## src/rtl/dict_pkg.sv

```systemverilog
// Shared definitions for the string-to-integer and integer-to-string dictionaries.
package dict_pkg;

  localparam logic OP_SET = 1'b0;
  localparam logic OP_GET = 1'b1;

  typedef enum logic [1:0] {
    ST_IDLE = 2'd0,
    ST_SCAN = 2'd1,
    ST_DONE = 2'd2
  } dict_state_e;

endpackage

```

## src/rtl/dict_is_mem.sv

```systemverilog
// Value/key pair storage: one asynchronous read port, one synchronous write port.
module dict_is_mem #(
  parameter int unsigned ENTRIES = 10,
  parameter int unsigned AW      = 4,
  parameter int unsigned VW      = 32,
  parameter int unsigned KW      = 64
) (
  input  logic          i_clk,
  input  logic          i_we,
  input  logic [AW-1:0] i_waddr,
  input  logic [VW-1:0] i_wvalue,
  input  logic [KW-1:0] i_wkey,
  input  logic [AW-1:0] i_raddr,
  output logic [VW-1:0] o_rvalue,
  output logic [KW-1:0] o_rkey
);

  logic [VW-1:0] val_q [ENTRIES];
  logic [KW-1:0] key_q [ENTRIES];

  always_ff @(posedge i_clk) begin
    if (i_we) begin
      val_q[i_waddr] <= i_wvalue;
      key_q[i_waddr] <= i_wkey;
    end
  end

  // The scan index reaches ENTRIES on a full-table miss; that slot does not exist.
  always_comb begin
    o_rvalue = '0;
    o_rkey   = '0;
    if (i_raddr < AW'(ENTRIES)) begin
      o_rvalue = val_q[i_raddr];
      o_rkey   = key_q[i_raddr];
    end
  end

endmodule

```

## src/rtl/dict_is.sv

```systemverilog
// Integer-to-string reverse dictionary: sequential scan by value, one entry per cycle.
module dict_is
  import dict_pkg::*;
#(
  parameter int unsigned ENTRIES     = 10,
  parameter int unsigned KEY_WIDTH   = 8,
  parameter int unsigned KEY_LENGTH  = 8,
  parameter int unsigned VALUE_WIDTH = 32
) (
  input  logic                             i_clk,
  input  logic                             i_rst,
  input  logic                             i_en,
  input  logic                             i_valid,
  output logic                             o_ready,
  input  logic                             i_op,
  input  logic [VALUE_WIDTH-1:0]           i_value,
  input  logic [KEY_WIDTH*KEY_LENGTH-1:0]  i_key,
  output logic                             o_done,
  output logic                             o_found,
  output logic                             o_full,
  output logic [KEY_WIDTH*KEY_LENGTH-1:0]  o_key,
  output logic [$clog2(ENTRIES+1)-1:0]     o_count
);

  localparam int unsigned KW = KEY_WIDTH * KEY_LENGTH;
  localparam int unsigned CW = $clog2(ENTRIES + 1);

  dict_state_e           state_q, state_d;
  logic [CW-1:0]         idx_q, idx_d;
  logic [CW-1:0]         count_q, count_d;
  logic                  op_q, op_d;
  logic [VALUE_WIDTH-1:0] value_q, value_d;
  logic [KW-1:0]         key_q, key_d;
  logic                  found_q, found_d;
  logic                  full_q, full_d;
  logic [KW-1:0]         okey_q, okey_d;

  logic                  wr_en;
  logic [VALUE_WIDTH-1:0] rd_value;
  logic [KW-1:0]         rd_key;
  logic                  hit;

  dict_is_mem #(
    .ENTRIES (ENTRIES),
    .AW      (CW),
    .VW      (VALUE_WIDTH),
    .KW      (KW)
  ) u_mem (
    .i_clk    (i_clk),
    .i_we     (wr_en & i_en),
    .i_waddr  (idx_q),
    .i_wvalue (value_q),
    .i_wkey   (key_q),
    .i_raddr  (idx_q),
    .o_rvalue (rd_value),
    .o_rkey   (rd_key)
  );

  assign hit = (idx_q < count_q) && (rd_value == value_q);

  always_comb begin
    state_d = state_q;
    idx_d   = idx_q;
    count_d = count_q;
    op_d    = op_q;
    value_d = value_q;
    key_d   = key_q;
    found_d = found_q;
    full_d  = full_q;
    okey_d  = okey_q;
    wr_en   = 1'b0;
    unique case (state_q)
      ST_IDLE: begin
        if (i_valid) begin
          op_d    = i_op;
          value_d = i_value;
          key_d   = i_key;
          idx_d   = '0;
          found_d = 1'b0;
          full_d  = 1'b0;
          state_d = ST_SCAN;
        end
      end
      ST_SCAN: begin
        // A miss always lands at idx == count, so the write slot is idx in both cases.
        if (hit) begin
          state_d = ST_DONE;
          found_d = 1'b1;
          if (op_q == OP_GET) okey_d = rd_key;
          else                wr_en  = 1'b1;
        end else if (idx_q == count_q) begin
          state_d = ST_DONE;
          found_d = 1'b0;
          if (op_q == OP_GET) begin
            okey_d = '0;
          end else if (count_q < CW'(ENTRIES)) begin
            wr_en   = 1'b1;
            count_d = count_q + 1'b1;
          end else begin
            full_d = 1'b1;
          end
        end else begin
          idx_d = idx_q + 1'b1;
        end
      end
      ST_DONE: state_d = ST_IDLE;
      default: state_d = ST_IDLE;
    endcase
  end

  always_ff @(posedge i_clk or posedge i_rst) begin
    if (i_rst) begin
      state_q <= ST_IDLE;
      idx_q   <= '0;
      count_q <= '0;
      op_q    <= OP_SET;
      value_q <= '0;
      key_q   <= '0;
      found_q <= 1'b0;
      full_q  <= 1'b0;
      okey_q  <= '0;
    end else if (i_en) begin
      state_q <= state_d;
      idx_q   <= idx_d;
      count_q <= count_d;
      op_q    <= op_d;
      value_q <= value_d;
      key_q   <= key_d;
      found_q <= found_d;
      full_q  <= full_d;
      okey_q  <= okey_d;
    end
  end

  assign o_ready = (state_q == ST_IDLE);
  assign o_done  = (state_q == ST_DONE);
  assign o_found = found_q;
  assign o_full  = full_q;
  assign o_key   = okey_q;
  assign o_count = count_q;

endmodule

```

## config.mk

```make
export PLATFORM = sky130hd
export DESIGN_NAME = dict_is
export DESIGN_NICKNAME = d
export VERILOG_FILES = /design/src/rtl/dict_pkg.sv /design/src/rtl/dict_is_mem.sv /design/src/rtl/dict_is.sv
export SDC_FILE = /design/constraint.sdc
export NUM_CORES = 1
export LEC_CHECK = 0
export ABC_AREA = 1
export CORE_MARGIN = 4
export CORE_UTILIZATION = 30
export DETAILED_ROUTE_END_ITERATION = 6
export RECOVER_POWER = 100
export SLEW_MARGIN = 20
export SYNTH_ARGS = -nofsm -noshare
export SYNTH_HDL_FRONTEND = slang
export SYNTH_HIERARCHICAL = 1
export SYNTH_SLANG_ARGS = --single-unit
```

## constraint.sdc

```tcl
create_clock -name i_clk -period 17 [get_ports i_clk]
set_input_delay 4.25 -clock i_clk [delete_from_list [all_inputs] [get_ports i_clk]]
set_output_delay 4.25 -clock i_clk [all_outputs]
set_load 0.1 [all_outputs]
```

==> results.md, run 1 <==
* Vias in the first global route at approximately 30000
* Slew Viols, Final at 445
* Highest routed layer: met5
* Synth Instances at 4584
* CP Capture Type: register
* YS warnings at 6
* Vias per Instance at 4.51
* Cell variety after synth at 29
* Final Hold Viols at 0
* Synth Register Bits at 1133
* Setup violations, final at 0
* CTS tree: built
* Area Overhead vs Synth at 14.6%
* Fin crit period at around 12000 ps
* Grt ovf at 0
* Syn Std Cell Area at 47700 µm²
* CTS H-tree depth at 3
* Wire length on met1 at 54800 µm
* CTS max path bufs at 3
* RSZ-0062 raised after global routing: false
* HP Start: o_key[55]
* Crit start category: register
* Most frequent cells in the layout: nand2_1 (1434), edfxtp_1 (960), inv_1 (543)
* Wirelength, routed at 122000 µm
* Critical path class: reg2reg
* Antenna Nets Post-Route at 0
* Pwr per Cell Area at 126 nW/µm²
* Total Routing Usage GR at 14.6%
* IO Count at 173
* Register-to-Register Path Depth at 21
* Peak supply drop at 0.100 mV
* Slew @ Worst Pin at ~4300 ps
* RD Place Congestion at 0.757
* Hold Path End: o_key[55]
* Clk Latency, worst-skew pair at 720 ps
* Wire length on met2 at between 50000 and 60000 µm
* First-pass GRT wire length at 185000 µm
* Worst-path clk slew at ~60 ps
* Die Ht at 407 µm
* Setup Skew at 32.8 ps
* Via count at 30900
* DR WL met3 at between 8000 and 9000 µm
* Crit-path max FO at 62
* Status: finished, violations left
* Max-Cap Viols at 10
* Setup TNS at 0 ps
* Port buffer count at 172
* Cell leakage power at 22.3 nW
* DR iter-0 viols at 2804
* Post-Syn Area per Cell at roughly 10 µm²
* CTS Buf Count at between 100 and 150
* Initial antenna violation count at 5
* Starting Density at between 30 and 40%
* WP data required at about 17000 ps
* Setup slack, reg-to-reg at 5400 ps
* Critical Path AT at 11870 ps
* FF+latch area at 33200 µm²
* First drt pass iteration count at 5
* RR Startpoint: idx_q[1]
* DIE WIDTH at 407 µm
* Post-CTS Setup Bufs at 0
* Slew HR at -189%
* Clock Sinks at 1133
* DRC Markers at 0
* CTS root buffer: clkbuf_16
* Syn_nets at 4691
* Pin count of the biggest net entering global routing at 195
* Worst hold-check path type: reg2reg
* Post-cts repair resize count at 0
* Row count at roughly 150
* Layout cells sized above 1 at 4.80%
* Multi-input logic area at 11100 µm²
* Layout Nets at 4795
* Post-CTS Hold Buffers at 0
* Reg2reg end: u_mem/key_q[1][44]
* Worst Hold Depth at 2
* Placed wire-length estimate at 68100 µm
* Max frequency at 86.2 MHz
* Post-DR wirelength/cell at 17.8 µm
* Core footprint at 158000 µm²
* Register area share after synthesis at between 60% and 70%
* Commonest non-fill, non-tap cell in the layout: nand2_1
* Post-route clock period utilization at 68.2%
* Final Core Density at 34.6%
* Die area at 165000 µm²
* Fillers at 15700
* Failing checks: max-capacitance violations, max-slew violations
-- synth_stat cells --
cell / number / area share, %
a21oi_1: 99 / 1.0
buf_1: 31 / 0.24
buf_2: 85 / 0.89
buf_4: 7 / 0.11
buf_6: 26 / 0.61
clkbuf_1: 82 / 0.65
clkinv_1: 1 / 0.0079
dfrtp_1: 173 / 9.1
edfxtp_1: 960 / 60
ha_1: 6 / 0.16
inv_1: 546 / 4.3
inv_2: 2 / 0.016
inv_4: 2 / 0.026
nand2_1: 1432 / 11
nand2_2: 2 / 0.026
nand3_1: 399 / 4.2
nand3_2: 1 / 0.021
nand4_1: 2 / 0.026
nor2_1: 513 / 4.0
nor2_2: 2 / 0.026
nor2_4: 2 / 0.047
nor3_1: 2 / 0.021
nor4_1: 1 / 0.013
o21ai_0: 130 / 1.4
o21ai_1: 1 / 0.010
o21ai_2: 64 / 1.2
o31ai_1: 1 / 0.016
xnor2_1: 9 / 0.17
xor2_1: 3 / 0.055
-- cells by family (layout without fill, tap and decap cells) --
logic type                 count (synthesis)  count (layout)  share of synthesized area [%]
and+or+nand+nor                         2356            2356                           19.7
DFF                                     1133            1133                           69.5
xor gates and xnor gates                  12              12                          0.220
buffers and inverters                    782             986                           6.85
adders and majority gates                  6               6                          0.157
AOI/OAI and AO/OA                        295             295                           3.60
other                                      0               2                              0
-- worst max-delay path by stage --
stage	from	endpoint	slack (ps)	cells after the start
3_5_place_dp	i_en	u_mem/val_q[0][16]	8900	10
2_1_floorplan	i_en	u_mem/key_q[4][0]	7530	6
6_report	idx_q[1]	u_mem/key_q[1][44]	5400	21
4_1_cts	idx_q[1]	u_mem/key_q[0][10]	9300	22
3_3_place_gp	i_en	u_mem/val_q[0][23]	9000	10
5_1_grt	idx_q[1]	u_mem/key_q[1][44]	4660	23
-- flip-flops by register name, indices dropped and copies added (netlist names) --
register / flops
o_key: 64
state_q: 2
op_q: 1
key_q: 64
o_full: 1
u_mem/val_q: 320
o_count: 4
value_q: 32
u_mem/key_q: 640
idx_q: 4
o_found: 1
-- critical path, cell delays in order (launching register included) --
cell and delay, ps:
dfrtp_1 2520, inv_4 1010, nor2_1 1430, clkbuf_1 1430, buf_4 820, nand2_1 110
nor2_1 110, nor2_1 60, nand2_1 50, a21oi_1 80, nand2_1 90, o21ai_0 80
inv_1 70, nand4_1 250, nor2_1 180, nand3_1 300, clkinv_1 140, nand2_1 60
nand2_1 110, nand3_1 250, nor2_1 250, clkbuf_1 1670
-- final cells by class --
cell class / instances / share of cell area, %
antenna: 2 / 0.00915
clock buffer: 161 / 5.82
clock inverter: 54 / 0.769
inverter: 551 / 3.83
multi-input combinational: 2669 / 20.3
sequential: 1133 / 60.7
tap: 2072 / 4.74
timing repair buffer: 220 / 3.83
-- power breakdown --
part | switching [mW] | internal (mW)
sequential | 0.214 | 3.19
clock | 1.05 | 1.37
combinational | 0.732 | 0.331
total | 2.00 | 4.89
-- routing by layer --
layer,vias up,GRT usage (%)
met5,-,0
met3,145,3.25
li1,15000,-
met4,4,3.51
met1,14900,20.0
met2,871,23.4
-- stage by stage --
stage | power (mW) | area [µm²] | hold WS (ps) | setup WS (ps) | std cells
6_report | 6.89 | 54700 | 478 | 5400 | 6862
2_1_floorplan | 4.11 | 47700 | 532 | 7530 | 4584
4_1_cts | 6.96 | 55000 | 486 | 9300 | 6859
5_1_grt | 7.23 | 54700 | 509 | 4660 | 6861
3_5_place_dp | 4.53 | 51300 | 469 | 8900 | 6644
3_3_place_gp | 4.52 | 51300 | 467 | 9000 | 6644
No activity file was read; power rests on OpenSTA's default activity.
==> run 2, diff against run 1 <==
==> constraint.sdc (replaced) <==
create_clock -name i_clk -period 9.95 [get_ports i_clk]
set_input_delay 2.4875 -clock i_clk [delete_from_list [all_inputs] [get_ports i_clk]]
set_output_delay 2.4875 -clock i_clk [all_outputs]
set_load 0.1 [all_outputs]
==> run 2 against run 1 <==
The run ends with design-rule violations, max-capacitance violations, max-slew violations left. Hold slack lost 3.1 ps. Global-route usage rose by 0.34 points. Critical path depth is 1 higher. Cell count about the same. Final area increased by 0.53%. Utilization grew 0.18 points. Combinational power grew 74%. Register-to-register slack worse by 3400 ps. Largest power group unchanged.
==> results.md, run 2 (synthesis results as in run 1) <==
* CTS root buffer: clkbuf_16
* Cell leakage power at 22.4 nW
* Most flops, register: u_mem/key_q
* Worst-path clk slew at 60 ps
* Core footprint at 158000 µm²
* Starting Density at 30.2%
* Setup TNS at 0 ps
* Pin count of the biggest net entering global routing at 202
* Slew @ Worst Pin at 5100 ps
* Area post-placement at 51400 µm²
* First drt pass iteration count at 7
* WP data required at 10180 ps
* Post-CTS Hold Buffers at 0
* Port buffer count at 172
* Clock Sinks at ~1100
* Most frequent cells in the layout: nand2_1 (1433), edfxtp_1 (960), inv_1 (543)
* Wirelength, routed at 126000 µm
* Die Ht at between 400 and 500 µm
* Clk Latency, worst-skew pair at 710 ps
* Fin crit period at 7980 ps
* IO Count at 173
* Critical path class: reg2reg
* Layout Nets at 4799
* Max frequency at 125 MHz
* Design Area, Final at 55000 µm²
* Peak supply drop at 0.136 mV
* Pwr per Cell Area at 218 nW/µm²
* Multi-input logic area at 11100 µm²
* First-pass GRT wire length at 189000 µm
* Crit start category: register
* Row count at 146
* Slew Viols, Final at a little under 800
* FF+latch area at roughly 33000 µm²
* Failing checks: design-rule violations, max-capacitance violations, max-slew violations
* Initial antenna violation count at 2
* RSZ-0062 raised after global routing: false
* Vias per Instance at 4.56
* Setup violations, final at 0
* CTS tree: built
* Antenna Nets Post-Route at 0
* CP Capture Type: register
* Post-CTS Setup Bufs at 0
* Total design power at 12.0 mW
* Commonest non-fill, non-tap cell in the layout: nand2_1
* Area Overhead vs Synth at 15.2%
* CTS Buf Count at about 110
* Via count at 31300
* Total Routing Usage GR at 14.9%
* Final Hold Viols at 0
* Placed wire-length estimate at 69600 µm
* DR iter-0 viols at 2974
* Final Hold Slack at about 470 ps
* Setup Skew at 25.7 ps
* Post-cts repair resize count at 0
* Layout cells sized above 1 at 5.07%
* RD Place Congestion at around 0.76
* Max reg flops at 640
* Grt ovf at 0
* Post-route clock period utilization at 80.2%
* CTS max path bufs at 3
* CTS H-tree depth at 3
* DRC Markers at 7
* Status: finished, violations left
* Max-Cap Viols at 16
* Fillers at around 16000
* Post-DR wirelength/cell at ~18 µm
* Critical Path AT at 8210 ps
* Slew HR at -242%
* Vias in the first global route at 29900
* DIE WIDTH at 407 µm
* Worst hold-check path type: reg2reg
* Largest regs: u_mem/key_q x640, u_mem/val_q x320
* Die area at about 170000 µm²
* Crit-path max FO at 201
[run 2: power breakdown]
part | total, mW | leakage (nW) | switching, mW | internal, mW
combinational | 1.84 | 9.59 | 1.28 | 0.563
sequential | 5.80 | 11.0 | 0.346 | 5.45
clock | 4.36 | 1.87 | 1.81 | 2.55
total | 12.0 | 22.4 | 3.44 | 8.56
[run 2: final timing paths]
check / startpoint / endpoint / slack [ps] / cells after the start
min: o_key[22] / o_key[22] / 470 / 2
max: idx_q[0] / u_mem/key_q[3][5] / 1970 / 22
min reg2reg: o_key[22] / o_key[22] / 470 / 2
max in group asynchronous: i_rst / key_q[38] / 3270 / 4
min in group asynchronous: i_rst / key_q[20] / 3810 / 2
max reg2reg: idx_q[0] / u_mem/key_q[3][5] / 1970 / 22
[run 2: final cells by class]
cell class	instances	share of cell area, %
Inverter	551	3.80
Sequential cell	1133	60.4
Multi-Input combinational cell	2669	20.2
Antenna cell	3	0.0137
Clock buffer	158	5.79
Tap cell	2072	4.72
Timing Repair Buffer	224	3.93
Clock inverter	57	1.16
[run 2: through the flow]
step / setup WS [ps] / instances / utilization [%]
CTS: 3450 / 6861 / 34.9
detailed placement: 3470 / 6646 / 32.5
global placement: 3290 / 6643 / 32.5
global route: 1520 / 6864 / 34.7
floorplan: 2240 / 4584 / -
finish: 1970 / 6867 / 34.7
[run 2: worst max-delay path: stages (launching register included)]
cell and delay, ps:
dfrtp_4 980, clkinv_8 710, buf_12 640, nand2_1 180
nand3_1 90, nand3_1 110, nand2_1 70, a21oi_1 180
inv_1 70, nand2_1 100, nand2_1 80, inv_1 60
nand2_1 40, nor2_1 130, nand2_1 70, nor2_1 90
nand3_1 250, clkinv_1 130, nand2_1 50, nand2_1 120
nand3_1 290, nor2_4 170, clkbuf_1 2390
[run 2: metal layers]
metal	global-route usage [%]	up-vias	share of wire [%]
met5	0	-	0
met4	2.88	0	1.5
met3	2.43	137	6.5
met2	23.8	939	46
met1	21.6	15200	46
li1	-	15000	-
